File: src/rtl/addr_burst_sequencer_if.sv
// Address sequencer bus: FIFO read side (standard, non-FWFT) plus the
// valid/ready address stream towards the vector generator.
// master = sequencer, slave = FIFO/datapath side.
interface addr_burst_sequencer_if #(
  parameter int ADDR_WIDTH = 32
);
  logic [ADDR_WIDTH-1:0] fifo_dout;
  logic                  fifo_empty;
  logic                  fifo_rd_en;
  logic [ADDR_WIDTH-1:0] addr_out;
  logic                  addr_valid;
  logic                  addr_ready;

  modport master (
    input  fifo_dout, fifo_empty, addr_ready,
    output fifo_rd_en, addr_out, addr_valid
  );

  modport slave (
    output fifo_dout, fifo_empty, addr_ready,
    input  fifo_rd_en, addr_out, addr_valid
  );
endinterface

File: src/rtl/addr_burst_sequencer.sv
// addr_burst_sequencer: drains the host-loaded address FIFO into the vector
// datapath under run/end/abort/freeze control. Each FIFO word becomes one
// address, or 1+consec_count addresses stepping by ADDR_STRIDE.
// Optional feature macro: ADDR_SEQ_STATS_EN (issued/stall statistics counters).
module addr_burst_sequencer #(
  parameter int ADDR_WIDTH  = 32,
  parameter int ADDR_STRIDE = 4,
  parameter int STAT_WIDTH  = 32
) (
  input  logic                  clk,
  input  logic                  reset,
  input  logic                  run_program_i,
  input  logic                  end_program_i,
  input  logic                  abort_program_i,
  input  logic                  freeze_addr_fifo_i,
  input  logic                  send_consec_addr_i,
  input  logic [7:0]            consec_count_i,
  addr_burst_sequencer_if.master bus,
  output logic                  busy_o,
  output logic                  done_o,
  output logic                  aborted_o,
  output logic [STAT_WIDTH-1:0] issued_cnt_o,
  output logic [STAT_WIDTH-1:0] stall_cnt_o
);

  localparam logic [2:0] S_IDLE   = 3'd0;
  localparam logic [2:0] S_FETCH  = 3'd1;
  localparam logic [2:0] S_LOAD   = 3'd2;
  localparam logic [2:0] S_ISSUE  = 3'd3;
  localparam logic [2:0] S_FINISH = 3'd4;

  logic [2:0]            state_q, state_d;
  logic                  run_q;
  logic [ADDR_WIDTH-1:0] addr_q, addr_d;
  logic                  valid_q, valid_d;
  logic [7:0]            rem_q, rem_d;
  logic                  done_q, done_d;
  logic                  aborted_q, aborted_d;

  logic run_edge, start, hs;

  assign run_edge = run_program_i & ~run_q;
  assign start    = (state_q == S_IDLE) & run_edge & ~abort_program_i;
  assign hs       = valid_q & bus.addr_ready;

  // The FIFO is non-FWFT: the read strobe must be seen in FETCH so that
  // fifo_dout is valid during LOAD. Hence this strobe is decoded from the
  // registered state rather than delayed by another flop.
  assign bus.fifo_rd_en = reset & (state_q == S_FETCH) & ~bus.fifo_empty &
                          ~freeze_addr_fifo_i;

  assign bus.addr_out   = addr_q;
  assign bus.addr_valid = valid_q;
  assign busy_o         = (state_q != S_IDLE);
  assign done_o         = done_q;
  assign aborted_o      = aborted_q;

  // Next-state logic; abort outranks every other event outside IDLE.
  always_comb begin
    state_d   = state_q;
    addr_d    = addr_q;
    valid_d   = valid_q;
    rem_d     = rem_q;
    done_d    = 1'b0;
    aborted_d = 1'b0;
    if (state_q != S_IDLE && abort_program_i) begin
      // Any word read this cycle is simply never loaded.
      state_d   = S_IDLE;
      valid_d   = 1'b0;
      aborted_d = 1'b1;
    end else begin
      case (state_q)
        S_IDLE: begin
          if (start) state_d = S_FETCH;
        end
        S_FETCH: begin
          // Pending words are always drained before end_program is honoured.
          if (!freeze_addr_fifo_i) begin
            if (!bus.fifo_empty) state_d = S_LOAD;
            else if (end_program_i) state_d = S_FINISH;
          end
        end
        S_LOAD: begin
          addr_d  = bus.fifo_dout;
          rem_d   = send_consec_addr_i ? consec_count_i : 8'd0;
          valid_d = 1'b1;
          state_d = S_ISSUE;
        end
        S_ISSUE: begin
          // Freeze only gates FIFO reads; an open burst always completes.
          if (hs) begin
            if (rem_q == 8'd0) begin
              valid_d = 1'b0;
              state_d = S_FETCH;
            end else begin
              addr_d = addr_q + ADDR_WIDTH'(ADDR_STRIDE);
              rem_d  = rem_q - 8'd1;
            end
          end
        end
        S_FINISH: begin
          done_d  = 1'b1;
          state_d = S_IDLE;
        end
        default: state_d = S_IDLE;
      endcase
    end
  end

  // Control/datapath registers with synchronous active-low reset.
  always_ff @(posedge clk) begin
    if (!reset) begin
      state_q   <= S_IDLE;
      run_q     <= 1'b0;
      addr_q    <= '0;
      valid_q   <= 1'b0;
      rem_q     <= 8'd0;
      done_q    <= 1'b0;
      aborted_q <= 1'b0;
    end else begin
      state_q   <= state_d;
      run_q     <= run_program_i;
      addr_q    <= addr_d;
      valid_q   <= valid_d;
      rem_q     <= rem_d;
      done_q    <= done_d;
      aborted_q <= aborted_d;
    end
  end

`ifdef ADDR_SEQ_STATS_EN
  logic [STAT_WIDTH-1:0] issued_q, stall_q;

  // Per-program statistics: cleared at program start, saturating, held after.
  always_ff @(posedge clk) begin
    if (!reset) begin
      issued_q <= '0;
      stall_q  <= '0;
    end else if (start) begin
      issued_q <= '0;
      stall_q  <= '0;
    end else begin
      if (hs && !(&issued_q)) issued_q <= issued_q + 1'b1;
      if (valid_q && !bus.addr_ready && !(&stall_q)) stall_q <= stall_q + 1'b1;
    end
  end

  assign issued_cnt_o = issued_q;
  assign stall_cnt_o  = stall_q;
`else
  assign issued_cnt_o = '0;
  assign stall_cnt_o  = '0;
`endif

endmodule

File: src/flat_wrapper.sv
// flat-port wrapper written by rule: the top's interface ports become plain ports
module addr_burst_sequencer_flat 
#(
  parameter int ADDR_WIDTH  = 32,
  parameter int ADDR_STRIDE = 4,
  parameter int STAT_WIDTH  = 32
)
  (clk, reset, run_program_i, end_program_i, abort_program_i, freeze_addr_fifo_i, send_consec_addr_i, consec_count_i, busy_o, done_o, aborted_o, issued_cnt_o, stall_cnt_o, bus_fifo_dout, bus_fifo_empty, bus_addr_ready, bus_fifo_rd_en, bus_addr_out, bus_addr_valid);
  addr_burst_sequencer_if #(.ADDR_WIDTH(ADDR_WIDTH)) bus_i ();
  input  logic clk;
  input  logic reset;
  input  logic run_program_i;
  input  logic end_program_i;
  input  logic abort_program_i;
  input  logic freeze_addr_fifo_i;
  input  logic send_consec_addr_i;
  input  logic [7:0] consec_count_i;
  output logic busy_o;
  output logic done_o;
  output logic aborted_o;
  output logic [STAT_WIDTH-1:0] issued_cnt_o;
  output logic [STAT_WIDTH-1:0] stall_cnt_o;
  input wire logic [$bits(bus_i.fifo_dout)-1:0] bus_fifo_dout;
  input wire logic [$bits(bus_i.fifo_empty)-1:0] bus_fifo_empty;
  input wire logic [$bits(bus_i.addr_ready)-1:0] bus_addr_ready;
  output wire logic [$bits(bus_i.fifo_rd_en)-1:0] bus_fifo_rd_en;
  output wire logic [$bits(bus_i.addr_out)-1:0] bus_addr_out;
  output wire logic [$bits(bus_i.addr_valid)-1:0] bus_addr_valid;
  assign bus_i.fifo_dout = bus_fifo_dout;
  assign bus_i.fifo_empty = bus_fifo_empty;
  assign bus_i.addr_ready = bus_addr_ready;
  assign bus_fifo_rd_en = bus_i.fifo_rd_en;
  assign bus_addr_out = bus_i.addr_out;
  assign bus_addr_valid = bus_i.addr_valid;
  addr_burst_sequencer #(.ADDR_WIDTH(ADDR_WIDTH), .ADDR_STRIDE(ADDR_STRIDE), .STAT_WIDTH(STAT_WIDTH)) u_core (.clk(clk), .reset(reset), .run_program_i(run_program_i), .end_program_i(end_program_i), .abort_program_i(abort_program_i), .freeze_addr_fifo_i(freeze_addr_fifo_i), .send_consec_addr_i(send_consec_addr_i), .consec_count_i(consec_count_i), .bus(bus_i), .busy_o(busy_o), .done_o(done_o), .aborted_o(aborted_o), .issued_cnt_o(issued_cnt_o), .stall_cnt_o(stall_cnt_o));
endmodule
File: config.mk
export PLATFORM = sky130hd
export DESIGN_NAME = addr_burst_sequencer_flat
export DESIGN_NICKNAME = d
export VERILOG_FILES = /design/src/rtl/addr_burst_sequencer_if.sv /design/src/rtl/addr_burst_sequencer.sv /design/src/flat_wrapper.sv
export SDC_FILE = /design/constraint.sdc
export NUM_CORES = 1
export LEC_CHECK = 0
export BUFFER_PORTS_ARGS = -buffer_cell sky130_fd_sc_hd__buf_2
export CAP_MARGIN = 20
export CORE_ASPECT_RATIO = 1.25
export CORE_MARGIN = 2
export CORE_UTILIZATION = 35
export CTS_BUF_LIST = sky130_fd_sc_hd__clkbuf_4
export DETAILED_ROUTE_END_ITERATION = 10
export GPL_ROUTABILITY_DRIVEN = 0
export SETUP_SLACK_MARGIN = 0.5
export SLEW_MARGIN = 30
export SYNTH_ARGS = -nofsm -noshare
export SYNTH_HDL_FRONTEND = slang
export SYNTH_SLANG_ARGS = --single-unit
File: constraint.sdc
create_clock -name clk -period 1.8 [get_ports clk]
set_input_delay 0.09 -clock clk [delete_from_list [all_inputs] [get_ports clk]]
set_output_delay 0.09 -clock clk [all_outputs]
set_load 0.05 [all_outputs]
==> flow_summary.ini <==
[status]
status = complete, but fails checks
violations = setup timing

[finish]
area_delta_synth_final_pct = 45.4
finalNetCount = 628
diodes = 0
drive_gt1_share_pct = 49.2

[synth]
synth.top_cell.area_share_pct = 27.7
synth_compound_area_share_pct = 25.7
synth_flop_cell = dfxtp_1
yosysWarnings = 0
ys_types = 60
netlist_area_sq_um = 3400
yosys-top-cells-count = buf_4 (64), dfxtp_1 (47), nand2_1 (47), a21oi_1 (46), nor2_1 (32)
yosys.area_share.simple_pct = 25.9
synth_seq_area_share_pct = 27.7
synthMuxAreaShare_pct = 0
yosysTopAreaCell = dfxtp_1
ys_async_sr_fraction_pct = 0
synth_top_family_by_area = simple AND/OR/NAND/NOR gates
synth.top_cells.by_area = dfxtp_1 (28%), buf_4 (14%), a21oi_1 (6.8%)
synthXorXnorAreaFrac_pct = 0
ys_ff_latch = 47
synth_adder_area_share_pct = 1.10
synth_edf_count = 0
synthMostInstantiatedCell = buf_4
syn_avg_cell_area_sq_um = 7.47
netlist_instances = 455

[worst_setup_path]
slowest_stage = dfxtp_2
critical_path.cell_chain = inv_2 > ha_4 > nor2b_4 > a311oi_2 > o21a_2 > buf_6 > buf_16 > a21oi_2 > nor3_1
path_buf_inv = 3
crit_type = reg -> reg
end_kind = register
cp_max_fo = 7
crit_family = compound AO/OA/AOI/OAI gates
startpoint_type = register
max_stage_delay_ns = 0.39
crit_required_ns = 2.10
crit_arrival_ns = 2.12

[drt]
routed_wl_microns = 11100
drc = 0
vias = 3759
post_drt_wl_per_cell_microns = 15.8
viasPerCell = 5.35
drt-pass1-iter-count = 4
drt_iter0_markers = 210
route.antenna.remaining_nets = 0

[cts]
cts_made_buffers = 5
clock_latency_ns = 0.39
cts.htree.levels = 2
cts_root_buf = clkbuf_4
cts_buffer_depth = 2
path_clk_slew_ns = 0.16
cts_tree = done
cts.sinks = 47

[sta]
final-hold-violation-count = 0
period_share_pct = 101
setup_viol = 5
slew_violations = 0
finalSetupTns_ns = -0.0345
skew_ns = 0.0230
fin_crit_ns = 1.82
fmax_mhz = 550
tightest_slew_ns = 0.506
setup_slack_ns = -0.0167
relSlewSlack_pct = 65.9
grt_setup_unrepaired = yes

[power_and_ir_drop]
power_uw = 2090
p_per_area_nw_per_um2 = 424
power.leakage_uw = 0.00210
ir_drop_mv = 0.265

[placed_design]
portBuffers = 85
hpwl_microns = 7080
post-place-ws_ns = 0.00382

[grt]
grt_usage_pct = 20.0
antenna_found_initial = 0
grt_pass1_vias = 3547
grt_overflow = 0
grt_pass1_wl_microns = 17100
grt_max_degree = 38

[die]
row_count = 40
die_x_microns = 92.1
start_util_pct = 35.7
die-area_sq_um = 10500
num_io_pins = 150
core_area_sq_um = 9510
die_h_microns = 114

[worst_hold_path]
hold_path_class = in -> reg

[flow_run]
maxCapViolCount = 0
[final timing paths]
check                                           start                             endpoint  slack [ns]  cells past startpoint
setup reg to reg         u_core.rem_q[0]$_SDFFE_PN0P_         u_core.rem_q[7]$_SDFFE_PN0P_       -0.02                      9
hold reg to reg   u_core.bus.addr_out[0]$_SDFFE_PN0P_  u_core.bus.addr_out[0]$_SDFFE_PN0P_        0.49                      2
setup / recovery         u_core.rem_q[0]$_SDFFE_PN0P_         u_core.rem_q[7]$_SDFFE_PN0P_       -0.02                      9
hold / removal                                  reset  u_core.bus.addr_out[0]$_SDFFE_PN0P_       0.009                      3
[sequential cells by signal, summed over array words and instances, names as in the netlist]
register               flops
u_core.aborted_o           1
u_core.bus.addr_out       32
u_core.bus.addr_valid      1
u_core.done_o              1
u_core.rem_q               8
u_core.run_q               1
u_core.state_q             3
[worst reg2reg max path, stage by stage (launching register included)]
cell	delay (ns)
dfxtp_2	0.39
inv_2	0.06
ha_4	0.14
nor2b_4	0.12
a311oi_2	0.27
o21a_2	0.26
buf_6	0.16
buf_16	0.15
a21oi_2	0.06
nor3_1	0.11
[final cells by class]
| type | instances | area, sq um |
|---|---|---|
| well taps | 126 | 158 |
| multi-input cells | 371 | 2560 |
| clock inverters | 3 | 15.0 |
| fillers | 952 | 4570 |
| clock buffers | 5 | 37.5 |
| flip-flops and latches | 47 | 1020 |
| repair buffers | 145 | 1130 |
| inverters | 6 | 22.5 |
[through the flow]
step                      instance area [sq um]  std cells  hold slack, ns  util, %
final                                      4940        703         0.00856     51.9
after floorplan                            3980        518           0.212        -
after detailed placement                   4080        662           0.329     42.9
after global placement                     4080        662           0.322     42.9
after CTS                                  4570        695        0.000751     48.1
after global routing                       4940        703        -0.00166     51.9
[power by group]
part / switching [uW] / total, uW / internal, uW
clock network: 375 / 521 / 146
logic: 427 / 536 / 109
registers: 8.71 / 1040 / 1030
total: 810 / 2090 / 1280
[kinds of logic (layout without fill, tap and decap cells)]
family,count (synthesis),after routing
AND/OR/NAND/NOR,168,168
AO/OA/AOI/OAI,136,136
buffers and inverters,100,159
other,1,64
adder cells (fa/ha/maj),3,3
flip-flops,47,47
[repair_timing]
item | 4_1_cts | 5_1_grt
gates cloned | 4 | 1
setup buffers | 15 | 7
resized for setup | 42 | 67
endpoints found under the hold margin | 6 | 0
hold buffers | 6 | 0
pin swaps | 13 | 24
endpoints found under the setup margin | 42 | 50
[placed cells by master, fill, tap and decap left out, drive strengths merged, types with 11 or more instances in the layout]
cell   Yosys  routed
o21ai     28      28
a21oi     46      46
nand3     22      22
nand2     47      47
dfxtp     47      47
nor3      13      13
conb       1      64
o31ai     11      11
nor2      32      32
buf       74     136
nand4     14      14
[layer usage]
| metal | up-vias | global-route usage [%] | part of all wire, % |
|---|---|---|---|
| met5 | - | 0 | 0 |
| met4 | 0 | 6.87 | 3.0 |
| met3 | 26 | 3.36 | 7.7 |
| met2 | 163 | 36.5 | 51 |
| met1 | 1777 | 23.5 | 38 |
| li1 | 1793 | - | - |
Power figures use the tool's default switching activity.
